### src/rtl/matrix_op_scheduler.sv
// matrix_op_scheduler: serial packed 2x2 element-wise add/sub reusing one adder; in(in_valid/in_ready, op_sub, A, B) -> out(out_valid/out_ready, Result, sticky ovf), busy
module matrix_op_scheduler #(
  parameter int DATA_WIDTH  = 64,
  parameter int MATRIX_SIZE = 2,
  parameter int ELEM_WIDTH  = 16
) (
  input  logic                  clk,
  input  logic                  rst_n,
  input  logic                  in_valid,
  output logic                  in_ready,
  input  logic                  op_sub,
  input  logic [DATA_WIDTH-1:0] A,
  input  logic [DATA_WIDTH-1:0] B,
  output logic                  out_valid,
  input  logic                  out_ready,
  output logic [DATA_WIDTH-1:0] Result,
  output logic                  ovf,
  output logic                  busy
);
  localparam int NE = MATRIX_SIZE * MATRIX_SIZE;
  localparam int KW = NE > 1 ? $clog2(NE) : 1;
  typedef enum logic [1:0] {IDLE, COMPUTE, DONE} state_t;
  state_t                state, state_d;
  logic [DATA_WIDTH-1:0] a_q, b_q, result_d;
  logic                  sub_q;
  logic [KW-1:0]         k;
  logic [ELEM_WIDTH-1:0] ak, bk;
  logic [ELEM_WIDTH:0]   full;
  assign in_ready  = state == IDLE;
  assign busy      = state != IDLE;
  assign out_valid = state == DONE;
  always_comb begin
    ak       = '0;
    bk       = '0;
    result_d = Result;
    for (int e = 0; e < NE; e++)
      if (k == KW'(e)) begin
        ak = a_q[DATA_WIDTH-1-e*ELEM_WIDTH -: ELEM_WIDTH];
        bk = b_q[DATA_WIDTH-1-e*ELEM_WIDTH -: ELEM_WIDTH];
      end
    full = sub_q ? {1'b0, ak} - {1'b0, bk} : {1'b0, ak} + {1'b0, bk};
    for (int e = 0; e < NE; e++)
      if (k == KW'(e)) result_d[DATA_WIDTH-1-e*ELEM_WIDTH -: ELEM_WIDTH] = full[ELEM_WIDTH-1:0];
  end
  always_comb begin
    state_d = state == IDLE    ? (in_valid ? COMPUTE : IDLE) :
              state == COMPUTE ? (k == KW'(NE-1) ? DONE : COMPUTE) :
                                 (out_ready ? IDLE : DONE);
  end
  always_ff @(posedge clk) begin
    if (!rst_n) state <= IDLE;
    else        state <= state_d;
  end
  always_ff @(posedge clk) begin
    if (!rst_n) begin
      a_q    <= '0;
      b_q    <= '0;
      sub_q  <= 1'b0;
      k      <= '0;
      Result <= '0;
      ovf    <= 1'b0;
    end else if (state == IDLE && in_valid) begin
      a_q    <= A;
      b_q    <= B;
      sub_q  <= op_sub;
      k      <= '0;
      Result <= '0;
      ovf    <= 1'b0;
    end else if (state == COMPUTE) begin
      Result <= result_d;
      ovf    <= ovf | full[ELEM_WIDTH];
      k      <= k + KW'(1);
    end
  end
endmodule

### config.mk
export PLATFORM = sky130hd
export DESIGN_NAME = matrix_op_scheduler
export DESIGN_NICKNAME = d
export VERILOG_FILES = /design/src/rtl/matrix_op_scheduler.sv
export SDC_FILE = /design/constraint.sdc
export NUM_CORES = 1
export LEC_CHECK = 0
export ABC_AREA = 1
export CAP_MARGIN = 20
export CORE_ASPECT_RATIO = 0.75
export CORE_MARGIN = 1
export CORE_UTILIZATION = 45
export DETAILED_ROUTE_END_ITERATION = 8
export GPL_TIMING_DRIVEN = 0
export PLACE_DENSITY = 0.72
export SETUP_SLACK_MARGIN = 0.2
export SLEW_MARGIN = 20
export SYNTH_ARGS = -nofsm -noshare
export SYNTH_HDL_FRONTEND = slang
export SYNTH_SLANG_ARGS = --single-unit
### constraint.sdc
create_clock -name clk -period 5.7 [get_ports clk]
set_clock_uncertainty 0.05 [all_clocks]
set_input_delay 1.14 -clock clk [delete_from_list [all_inputs] [get_ports clk]]
set_output_delay 1.14 -clock clk [all_outputs]
set_load 0.005 [all_outputs]
# --- Word level (Yosys, flattened, before mapping) ---
# Index checks and enable logic that the tools add are counted.
classes:
  add_sub_neg: 3
  mux: 14
  n_bitwise: 2
  n_eq_ne: 5
  reduce_logical: 9
op_table:
  columns: ["cell", "n"]
  rows:
  - ["16-bit 2-to-1 mux", 8]
  - ["16-bit by 16-bit adder with 17-bit output", 1]
  - ["17-bit 2-to-1 mux", 1]
  - ["16-bit by 16-bit subtractor with 17-bit output", 1]
  - ["2-bit 2-to-1 mux", 4]
  - ["2-bit AND reduction", 4]
  - ["2-bit == test, second input constant", 3]
  - ["2-bit by 1-bit == test with 1-bit output, second input constant", 2]
  - ["2-bit zero test", 2]
  - ["2-bit by 1-bit adder with 2-bit output, second input constant", 1]
  - ["2-bit nonzero test", 1]
  - ["2-bit OR reduction", 1]
  - ["1-bit logical AND", 1]
  - ["1-bit 2-to-1 mux", 1]
  - ["1-bit inverter", 1]
  - ["1-bit bitwise OR", 1]
word_totals:
  register_bits: 198
  out_inout_bits: 68
  in_bits: 133
  word_cells: 43

# --- Logic depth before layout (Yosys ltp) ---
# Gate-level depths: netlist of the first run.
logic_depth:
  depth_word: 8
  depth_mapped: 26
  depth_no_buf: 25

# --- Worst setup path after synthesis of the first run ---
# Ideal clock, no wire load.
synth_timing:
  kind: "reg2reg"
  from: "reg k[1]"
  to: "reg Result[63]"
  t_arrival_ns: 3.081
  slack_ns: 2.460
  stages_incl_launch_ff: 24
  setup_time_ns: 0.109
  cell_sequence: "dfxtp_1 inv_1 ha_1 buf_6 a21oi_2 nand2_1 a22oi_4 ha_1 nand3_1 nor2_2 nand3_2 nor2_2 nor2_1 xnor2_1 ha_1 nand2_1 nand2_1 o21bai_1 a211oi_1 nand2_1 nand2_1 nand3_1 nand2_1 inv_1"
synth_via:
  elab_chain_len: 7
  word_cells_on_any_way: 16
synth_rtl:
  columns: ["element", "line", "rtl"]
  rows:
  - ["start, declared", "26", "logic [KW-1:0] k;"]
  - ["start signal, assigned", "72", "k <= k + KW'(1);"]
  - ["2-bit zero test", "37, 43", null]
  - ["16-bit 2-to-1 mux (4 in a row)", "37", "if (k == KW'(e)) begin"]
  - ["16-bit by 16-bit adder with 17-bit output / 16-bit by 16-bit subtractor with 17-bit output (equally long branches)", "41", "full = sub_q ? {1'b0, ak} - {1'b0, bk} : {1'b0, ak} + {1'b0, bk};"]
  - ["17-bit 2-to-1 mux", "41", null]
  - ["end signal, assigned", "70", "Result <= result_d;"]
  - ["end, declared", "16", "output logic [DATA_WIDTH-1:0] Result,"]
# Several ways; a longest one is shown, not always the timed one.
# A chain may end at the register's enable or synchronous reset.

# --- Worst setup path after layout of the first run ---
layout_timing:
  from: "reg k[1]"
  to: "reg Result[30]"
layout_via:
  elab_chain_len: 7
  word_cells_on_any_way: 16
layout_rtl:
  columns: ["element", "line"]
  rows:
  - ["2-bit zero test", "37"]
  - ["16-bit 2-to-1 mux (4 in a row)", "37"]
  - ["16-bit by 16-bit adder with 17-bit output / 16-bit by 16-bit subtractor with 17-bit output (equally long branches)", "41"]
  - ["17-bit 2-to-1 mux", "41"]
# Several ways; a longest one is shown, not always the timed one.

==> impl_results.md, run 1 <==
* Commonest non-fill, non-tap cell in the layout: nor2_1
* Yosys reg bits at 198
* Worst EP required at 6.00 ns
* ANT nets after route at 0
* GR Util All Layers at 28.0%
* Worst path slowest cell: o21ai_0
* Syn Inst Count at 1332
* Row cnt at 45
* Via density per instance at 5.22
* Crit end category: flop
* WS Path Type: flop to flop
* Critical Path Start: k[1]
* Synthesized cell area at 9370 um^2
* Layout cells sized above 1 at 5.18%
* Worst r2r path cells at 18
* Yosys warnings at 0
* DRC Markers at 0
* Slew Viols, Final at 0
* CP Launch Type: flop
* Final min period at 4.06 ns
* R2R Path Start: k[1]
* CTS tree: yes
* Fin crit share at 71.3%
* H-tree Lvls at 4
* Post-Route WL at 29900 um
* Sw frac at 36.9%
* CTS Buf Count at 17
* Core ar. at 20300 um^2
* Die Footprint at 21400 um^2
* Max Cap Violations at 0
* Setup violations, final at 0
* Worst R2R Setup Slack at 1.64 ns
* Psw at 1520 uW
* FF-to-FF End: Result[30]
* Final Hold Violating Endpoints at 0
* Setup repair bufs after CTS at 0
* Cell chain of the critical path: inv_1 > ha_1 > inv_2 > buf_4 > clkbuf_1 > nand3_1 > nand2_1 > o21ai_0 > o21ai_0 > ha_1 > a21oi_1 > o21ai_0 > a221oi_1 > nand2_1 > nand2_1 > nand3_1 > nand2_1 > inv_1
* I/O pins at 201
* Antenna violations before repair at 0
* LEAKAGE at 0.00546 uW
* Placer congestion estimate at 0.899
* Fmax at 246 MHz
* Largest net degree at the start of global routing at 20
* Pre-CTS setup slack at 1.81 ns
* Cell repeated most along the worst path: nand2_1
* Clock Path Buffers at 2
* Routed length per instance at 16.2 um
* Final Power at 4140 uW
* Post-Syn Area per Cell at 7.04 um^2
* Netlist cell types at 42
* Setup_tns at 0 ns
* Slowest Stage Delay on Critical Path at 0.49 ns
* Grt total ovfl at 0
* Power share of the clock group at 30.4%
* Initial core utilization at 46.1%
* Comb pwr share at 31.6%
* WP data arrival at 4.36 ns
* Hold buffer count at cts at 0
* Worst-Margin Slew at 0.818 ns
* CP Capture Point: Result[30]
* DR pass1 iterations at 6
* Sequential area share after synthesis at 42.3%
* Clock root cell: clkbuf_16
* Port Buf Inserts at 200
* Utilization after layout at 60.7%
* Worst vdd ir at 0.252 mV
* Worst skew pair latency at 0.45 ns
* Inserted Diodes at 0
* Syn nets at 1487
* Post-DP HPWL at 23000 um
* Internal power at 2610 uW
* Max FO, Critical Path at 10
* First DRT Iteration DRCs at 846
* Normalized max-slew margin at 45.5%
* RSZ-0062 raised after global routing: false
* Final nets at 1706
* Die height at 127 um
* Die X at 169 um
* CTS-repair resized insts at 0
* Worst setup margin at 1.64 ns
* P per Cell Area at 335 nW/um^2
* Area Growth Syn to Fin at 31.6%
* Status: finished clean
* Commonest cells after routing, fill and taps aside: nor2_1 (313), clkdlybuf4s50_1 (200), o21ai_0 (199)
* Clk sinks at 198
* Via count at 9629
* Sequential share of power at 38.0%
* Hold Crit Class: flop to flop
* Vias in the first global route at 8864
* Clock-pin slew on the worst setup and hold paths at 0.07 ns
* First-pass GRT wire length at 46100 um
-- flip-flops by register name (all words and copies together) (netlist names) --
name / cells
state: 2
k: 2
sub_q: 1
b_q: 64
a_q: 64
ovf: 1
Result: 64
-- critical path, delay by kind of cell (launching register included) --
family / cells / cell delay, ns
AO/OA/AOI/OAI: 5 / 1.39
AND/OR/NAND/NOR: 6 / 0.63
adder cells (fa/ha/maj): 2 / 0.63
flip-flops: 1 / 0.39
buffers and inverters: 5 / 0.85
-- Yosys cell counts --
cell         n  area (um^2)
a2111oi_0    1         8.76
a211oi_1     2         15.0
a21boi_2     1         11.3
a21o_1       1         7.51
a21oi_1     67          335
a21oi_2      1         8.76
a221oi_1     1         8.76
a22oi_1      1         7.51
a22oi_4      1         21.3
a31oi_1      1         6.26
and2_1       1         6.26
buf_1        2         7.51
buf_2       22          110
buf_4        4         30.0
buf_6        4         45.0
clkbuf_1    48          180
clkbuf_4     1         7.51
dfxtp_1    198         3960
fa_1         1         20.0
ha_1        21          263
inv_1       95          357
inv_2        3         11.3
nand2_1    166          623
nand2_2      3         18.8
nand3_1     75          375
nand3_2      2         20.0
nand3b_1     2         15.0
nand4_1      1         6.26
nor2_1     313         1170
nor2_2       4         25.0
nor3_1       2         10.0
nor3_2       1         10.0
nor3b_2      1         12.5
o211ai_1    14          105
o21a_1      13         97.6
o21ai_0    199          996
o21ai_1      4         20.0
o21bai_1    33          248
or2_1        2         12.5
or2_2        1         6.26
xnor2_1      5         43.8
xor2_1      14          123
-- logic make-up after synthesis --
| logic type | share of synthesized area (%) |
|---|---|
| and+or+nand+nor | 24.7 |
| buffers and inverters | 7.98 |
| xor gates and xnor gates | 1.78 |
| AOI/OAI and AO/OA | 20.2 |
| DFF | 42.3 |
| adders and majority gates | 3.02 |
-- per-stage QoR --
stage / hold WS (ns) / cell area [um^2] / instances
3_5_place_dp: 0.403 / 11700 / 1814
2_1_floorplan: 0.380 / 9370 / 1332
5_1_grt: 0.430 / 12300 / 1846
3_3_place_gp: 0.393 / 11700 / 1814
4_1_cts: 0.413 / 12300 / 1846
6_report: 0.410 / 12300 / 1846
-- worst min path at each step --
| stage | from | endpoint | slack (ns) | depth (start not counted) |
|---|---|---|---|---|
| 3_5_place_dp | ovf | ovf | 0.40 | 2 |
| 6_report | ovf | ovf | 0.41 | 2 |
| 2_1_floorplan | b_q[16] | b_q[16] | 0.38 | 2 |
| 4_1_cts | ovf | ovf | 0.41 | 2 |
| 3_3_place_gp | ovf | ovf | 0.39 | 2 |
| 5_1_grt | ovf | ovf | 0.43 | 2 |
-- power by group through the flow --
| stage | Clock (uW) | Sequential, uW | Combinational, uW |
|---|---|---|---|
| floorplan | 0 | 1580 | 830 |
| global placement | 0 | 1600 | 1250 |
| detailed placement | 0 | 1600 | 1270 |
| CTS | 1260 | 1570 | 1280 |
| global route | 1320 | 1590 | 1440 |
| finish | 1260 | 1570 | 1310 |
-- area by class of cell --
class	count	area [um^2]
Fill cell	1887	7990
Clock inverter	13	156
Timing Repair Buffer	200	2000
Multi-Input combinational cell	955	4660
Tap cell	282	353
Buffer	81	380
Inverter	98	368
Sequential cell	198	3960
Clock buffer	19	453
-- routing by layer --
layer	global-route usage [%]	up-vias	wire [um]
met5	0	-	0
met4	8.56	0	639
met3	4.46	48	2470
met2	42.2	391	12600
met1	41.0	4412	14300
li1	-	4778	-
Power figures use the tool's default switching activity.
==> run 2, diff against run 1 <==
==> constraint.sdc (replaced) <==
create_clock -name clk -period 4.1 [get_ports clk]
set_clock_uncertainty 0.05 [all_clocks]
set_input_delay 0.82 -clock clk [delete_from_list [all_inputs] [get_ports clk]]
set_output_delay 0.82 -clock clk [all_outputs]
set_load 0.005 [all_outputs]
==> impl_results.md, run 2 (synthesis gave the netlist of run 1 again) <==
* Final nets at 1712 (was 1706)
* Fmax at 266 MHz (was 246 MHz)
* Layout cells sized above 1 at 7.39% (was 5.18%)
* Slowest Stage Delay on Critical Path at 0.39 ns (was 0.49 ns)
* I/O pins at 201 (unchanged)
* Fin crit share at 91.7% (was 71.3%)
* Inserted Diodes at 0 (unchanged)
* Final Power at 5880 uW (was 4140 uW)
* Crit end category: flop (unchanged)
* Area Growth Syn to Fin at 33.7% (was 31.6%)
* H-tree Lvls at 4 (unchanged)
* CTS tree: yes (unchanged)
* WHS Endpoint: ovf (unchanged)
* First DRT Iteration DRCs at 922 (was 846)
* Row cnt at 45 (unchanged)
* Final min period at 3.76 ns (was 4.06 ns)
* Die Footprint at 21400 um^2 (unchanged)
* RSZ-0062 raised after global routing: false (unchanged)
* Normalized max-slew margin at 45.8% (was 45.5%)
* P per Cell Area at 469 nW/um^2 (was 335 nW/um^2)
* Slew Viols, Final at 0 (unchanged)
* Placer congestion estimate at 0.899 (unchanged)
* Worst vdd ir at 0.354 mV (was 0.252 mV)
* Worst-Margin Slew at 0.813 ns (was 0.818 ns)
* Final Hold Violating Endpoints at 0 (unchanged)
* GR Util All Layers at 28.0% (unchanged)
* Status: finished clean (unchanged)
* Post-Route WL at 30400 um (was 29900 um)
* Worst r2r path cells at 22 (was 18)
* Fill count at 1854 (was 1887)
* Initial core utilization at 46.1% (unchanged)
* R2R Path Start: k[0] (was k[1])
* Cell family with most CP delay: simple AND/OR/NAND/NOR gates (was compound AO/OA/AOI/OAI gates)
* Largest net degree at the start of global routing at 20 (unchanged)
* Commonest cells after routing, fill and taps aside: nor2_1 (312), clkdlybuf4s50_1 (200), dfxtp_1 (196) (was nor2_1 (313), clkdlybuf4s50_1 (200), o21ai_0 (199))
* First-pass GRT wire length at 46100 um (unchanged)
* LEAKAGE at 0.00554 uW (was 0.00546 uW)
* Port Buf Inserts at 200 (unchanged)
* Core ar. at 20300 um^2 (unchanged)
* Worst path slowest cell: dfxtp_4 (was o21ai_0)
* Pre-CTS setup slack at 0.208 ns (was 1.81 ns)
* Clk sinks at 198 (unchanged)
* Antenna violations before repair at 0 (unchanged)
* Clock Path Buffers at 2 (unchanged)
* CP bufs+invs at 5 (unchanged)
* Grt total ovfl at 0 (unchanged)
* Worst EP required at 4.44 ns (was 6.00 ns)
* Vias in the first global route at 8864 (unchanged)
* DR pass1 iterations at 5 (was 6)
* Cell count of the worst hold path at 2 (unchanged)
* Commonest non-fill, non-tap cell in the layout: nor2_1 (unchanged)
* WP data arrival at 4.10 ns (was 4.36 ns)
* Hold Crit Class: flop to flop (unchanged)
* CTS Buf Count at 17 (unchanged)
* Post-DP HPWL at 23000 um (unchanged)
* Routed length per instance at 16.4 um (was 16.2 um)
* Die X at 169 um (unchanged)
* Top flop regs: Result: 64 flops, a_q: 64 flops, b_q: 64 flops (unchanged)
* Max FO, Critical Path at 8 (was 10)
* ANT nets after route at 0 (unchanged)
* Clock root cell: clkbuf_16 (unchanged)
* Die height at 127 um (unchanged)
* Via density per instance at 5.25 (was 5.22)
* Cell chain of the critical path: inv_2 > ha_1 > buf_6 > a21oi_1 > nand2_1 > a21boi_4 > ha_4 > nand3_1 > nor2_2 > buf_4 > a21oi_1 > xor2_1 > ha_1 > nand2_1 > inv_1 > nand3_1 > o21ai_4 > a21oi_1 > or2_1 > nand3_1 > o211ai_1 > inv_1 (was inv_1 > ha_1 > inv_2 > buf_4 > clkbuf_1 > nand3_1 > nand2_1 > o21ai_0 > o21ai_0 > ha_1 > a21oi_1 > o21ai_0 > a221oi_1 > nand2_1 > nand2_1 > nand3_1 > nand2_1 > inv_1)
* Via count at 9730 (was 9629)
* Clock-pin slew on the worst setup and hold paths at 0.07 ns (about the same)
* Setup violations, final at 0 (unchanged)
* FF-to-FF End: Result[44] (was Result[30])
* Worst skew pair latency at 0.45 ns (about the same)
* CP Launch Type: flop (unchanged)
* Worst Min Path Start: ovf (unchanged)
* Worst R2R Setup Slack at 0.34 ns (was 1.64 ns)
* DRC Markers at 0 (unchanged)
* Setup_tns at 0 ns (unchanged)
* WS Path Type: flop to flop (unchanged)
* Max Cap Violations at 0 (unchanged)
* Worst setup margin at 0.340 ns (was 1.64 ns)
* Hold slack final at 0.410 ns (about the same)
## run 2: per-layer routing
layer / vias up / global-route usage [%] / share of wire, %
li1: 4792 / - / -
met4: 0 / 8.56 / 2.2
met5: - / 0 / 0
met3: 45 / 4.46 / 8.3
met2: 403 / 42.2 / 43
met1: 4490 / 41.0 / 47
## run 2: area by class of cell
type                       instances  area [um^2]  area share (%)
buffer                            81          389            3.10
clock buffer                      19          453            3.61
clock inverter                    13          156            1.25
inverter                          98          368            2.93
multi-input combinational        955         4800            38.3
sequential                       198         3970            31.7
tap                              282          353            2.81
timing repair buffer             206         2050            16.3
## run 2: worst reg2reg max path: cells and delay by family, from the launching register on
| family | cells | cell delay (ns) |
|---|---|---|
| AOI/OAI and AO/OA | 6 | 0.84 |
| adders and majority gates | 3 | 0.74 |
| DFF | 1 | 0.39 |
| and+or+nand+nor | 7 | 1.01 |
| xor gates and xnor gates | 1 | 0.17 |
| buffers and inverters | 5 | 0.51 |
## run 2: what timing repair did
action / in CTS / in global routing
pin swaps: 0 / 14
endpoints found under the setup margin: 1 / 37
setup buffers: 0 / 6
hold buffers: 0 / 0
endpoints found under the hold margin: 0 / 0
resized for setup: 1 / 44
## run 2: worst max path at each step
stage               startpoint         end  slack (ns)  cells past startpoint
floorplan                 k[1]  Result[63]        0.86                     23
global placement          k[1]  Result[30]        0.32                     18
detailed placement        k[1]  Result[30]        0.21                     18
CTS                       k[0]  Result[44]        0.29                     21
global route              k[1]  Result[44]        0.11                     22
finish                    k[0]  Result[44]        0.34                     22
## run 2: report_power, final
group / switching (uW) / internal, uW / total, uW / leakage (uW)
registers: 97.1 / 2090 / 2190 / 0.00163
clock network: 841 / 903 / 1740 / 0.000296
logic: 1250 / 699 / 1950 / 0.00362
## run 2: metrics by stage
stage | instances | cell area, um^2 | utilization, %
finish | 1852 | 12500 | 61.7
floorplan | 1332 | 9370 | -
global placement | 1814 | 11700 | 57.7
detailed placement | 1814 | 11700 | 57.7
CTS | 1846 | 12300 | 60.7
global route | 1852 | 12500 | 61.7
==> run 3, diff against run 2 <==
--- a/config.mk
+++ b/config.mk
@@ -12,7 +12,7 @@
 export CORE_UTILIZATION = 45
 export DETAILED_ROUTE_END_ITERATION = 8
 export GPL_TIMING_DRIVEN = 0
-export PLACE_DENSITY = 0.72
+export PLACE_DENSITY_LB_ADDON = 0.08
 export SETUP_SLACK_MARGIN = 0.2
 export SLEW_MARGIN = 20
 export SYNTH_ARGS = -nofsm -noshare
==> impl_results.md, run 3 (synthesis gave the netlist of run 1 again) <==
* Die X at 169 um (unchanged)
* Cell chain of the critical path: inv_1 > ha_1 > buf_4 > a21oi_1 > nand2_1 > a21boi_2 > ha_4 > nand3_1 > nor2_4 > nand3_4 > nor2_4 > nor2_1 > xnor2_1 > ha_1 > nand2_1 > nand2_1 > o21bai_1 > a211oi_2 > buf_4 > nand3_2 > nand3_1 > nand2_1 > inv_1 (was inv_2 > ha_1 > buf_6 > a21oi_1 > nand2_1 > a21boi_4 > ha_4 > nand3_1 > nor2_2 > buf_4 > a21oi_1 > xor2_1 > ha_1 > nand2_1 > inv_1 > nand3_1 > o21ai_4 > a21oi_1 > or2_1 > nand3_1 > o211ai_1 > inv_1)
* Final nets at 1715 (was 1712)
* Grt met2 use at 42.6% (was 42.2%)
* Met3 GRT Util at 7.47% (was 4.46%)
* CTS tree: yes (unchanged)
* Clock root cell: clkbuf_16 (unchanged)
* Critical Path Start: k[0] (unchanged)
* ANT nets after route at 0 (unchanged)
* Worst vdd ir at 0.307 mV (was 0.354 mV)
* Slowest Stage Delay on Critical Path at 0.37 ns (was 0.39 ns)
* Via density per instance at 5.15 (was 5.25)
* DR pass1 iterations at 7 (was 5)
* Max FO, Critical Path at 8 (unchanged)
* R2R Path Start: k[0] (unchanged)
* DRC Markers at 0 (unchanged)
* WP data arrival at 4.04 ns (was 4.10 ns)
* Final Hold Violating Endpoints at 0 (unchanged)
* Clk sinks at 198 (unchanged)
* Inserted Diodes at 0 (unchanged)
* Setup violations, final at 0 (unchanged)
* Final min period at 3.69 ns (was 3.76 ns)
* P per Cell Area at 470 nW/um^2 (was 469 nW/um^2)
* First DRT Iteration DRCs at 689 (was 922)
* Row cnt at 45 (unchanged)
* Die height at 127 um (unchanged)
* Grt met1 use at 39.3% (was 41.0%)
* Grt total ovfl at 0 (unchanged)
* Max Cap Violations at 0 (unchanged)
* Setup_tns at 0 ns (unchanged)
* First-pass GRT wire length at 46300 um (was 46100 um)
* Worst EP required at 4.45 ns (was 4.44 ns)
* Cell repeated most along the worst path: nand2_1
* Antenna violations before repair at 0 (unchanged)
* Core ar. at 20300 um^2 (unchanged)
* Port Buf Inserts at 200 (unchanged)
* Die Footprint at 21400 um^2 (unchanged)
* Area Growth Syn to Fin at 34.3% (was 33.7%)
* Placer congestion estimate at 0.921 (was 0.899)
* Worst skew pair latency at 0.45 ns (about the same)
* I/O pins at 201 (unchanged)
* Critical Path Stages at 23 (was 22)
* LEAKAGE at 0.00556 uW (was 0.00554 uW)
* Busiest grt layer: met2 (unchanged)
* Worst R2R Setup Slack at 0.41 ns (was 0.34 ns)
* Worst-Margin Slew at 0.808 ns (was 0.813 ns)
* Fmax at 271 MHz (was 266 MHz)
* WS Path Type: flop to flop (unchanged)
* Hold Crit Class: flop to flop (unchanged)
* Layout cells sized above 1 at 8.27% (was 7.39%)
* Fin crit share at 90.0% (was 91.7%)
* Worst r2r path cells at 23 (was 22)
* Post-Route WL at 29600 um (was 30400 um)
* Placed cell area at 11700 um^2 (unchanged)
* Via count at 9539 (was 9730)
* Normalized max-slew margin at 46.1% (was 45.8%)
* GR Util All Layers at 28.0% (about the same)
* Initial core utilization at 46.1% (unchanged)
* Clock Path Buffers at 2 (unchanged)
* CP Capture Point: Result[63] (was Result[44])
* CP Launch Type: flop (unchanged)
* Post-DP HPWL at 22700 um (was 23000 um)
* RSZ-0062 raised after global routing: false (unchanged)
* Cell family with most CP delay: simple AND/OR/NAND/NOR gates (unchanged)
* Status: finished clean (unchanged)
* CP bufs+invs at 4 (was 5)
* Vias in the first global route at 9040 (was 8864)
* Largest net degree at the start of global routing at 20 (unchanged)
* H-tree Lvls at 4 (unchanged)
* Worst path slowest cell: dfxtp_4 (unchanged)
* Clock-pin slew on the worst setup and hold paths at 0.08 ns (was 0.07 ns)
* Slew Viols, Final at 0 (unchanged)
* Design area at 12600 um^2 (was 12500 um^2)
* Top flop regs: Result: 64 flops, a_q: 64 flops, b_q: 64 flops (unchanged)
* CTS Buf Count at 17 (unchanged)
* Crit end category: flop (unchanged)
* Routed length per instance at 15.9 um (was 16.4 um)
* Commonest non-fill, non-tap cell in the layout: nor2_1 (unchanged)
* Commonest cells after routing, fill and taps aside: nor2_1 (311), clkdlybuf4s50_1 (200), dfxtp_1 (196) (was nor2_1 (312), clkdlybuf4s50_1 (200), dfxtp_1 (196))
* FF-to-FF End: Result[63] (was Result[44])
-- run 3: cell count changes in the layout (fill, tap and decap cells not counted), sizes merged --
cell,delta
clkinvlp,+1
inv,+1
clkbuf,-3
clkinv,-1
buf,+4
-- run 3: what timing repair did --
item / 4_1_cts / 5_1_grt
hold endpoints to repair: 0 / 0
gates resized for setup: 0 / 62
hold buffers: 0 / 0
endpoints found under the setup margin: 0 / 37
buffers inserted: 0 / 9
-- run 3: power by group --
part           switching, uW  leakage [uW]  total [uW]  internal (uW)
clock network            829      0.000284        1700            867
logic                   1290       0.00365        2030            742
registers               94.6       0.00163        2190           2090
total                   2210       0.00556        5910           3700
-- run 3: worst reg2reg max path, cell delays in order, from the launching register on --
cell      delay (ns)
dfxtp_4         0.37
inv_1           0.07
ha_1            0.19
buf_4           0.17
a21oi_1         0.12
nand2_1         0.10
a21boi_2        0.25
ha_4            0.18
nand3_1         0.12
nor2_4          0.18
nand3_4         0.11
nor2_4          0.11
nor2_1          0.06
xnor2_1         0.14
ha_1            0.35
nand2_1         0.10
nand2_1         0.05
o21bai_1        0.19
a211oi_2        0.27
buf_4           0.15
nand3_2         0.11
nand3_1         0.12
nand2_1         0.07
inv_1           0.05
-- run 3: how the worst min path moves through the flow --
stage,start,endpoint,slack [ns],cells past startpoint
after floorplan,b_q[16],b_q[16],0.38,2
after global placement,b_q[16],b_q[16],0.39,2
after detailed placement,b_q[16],b_q[16],0.39,2
after CTS,b_q[16],b_q[16],0.41,2
after global routing,b_q[16],b_q[16],0.42,2
final,b_q[16],b_q[16],0.40,2
-- run 3: final cells by class --
type / count / area (um^2)
multi-input cells: 955 / 4860
well taps: 282 / 353
clock inverters: 14 / 163
flip-flops and latches: 198 / 3970
plain buffers: 81 / 383
fillers: 1938 / 7730
clock buffers: 17 / 425
inverters: 98 / 368
repair buffers: 209 / 2070
-- run 3: stage by stage --
stage,std cells,util [%],total power [uW],setup WS (ns),hold slack [ns]
6_report,1854,62.0,5910,0.409,0.405
2_1_floorplan,1332,-,3360,0.860,0.380
3_3_place_gp,1814,57.7,3990,0.289,0.392
3_5_place_dp,1814,57.7,4010,0.255,0.395
4_1_cts,1845,60.6,5690,0.221,0.406
5_1_grt,1854,62.0,6250,0.144,0.420
-- run 3: per-layer routing --
metal | share of wire (%) | routed length, um
met1 | 48 | 14100
met5 | 0 | 0
met4 | 1.4 | 408
met2 | 43 | 12600
met3 | 8.4 | 2480
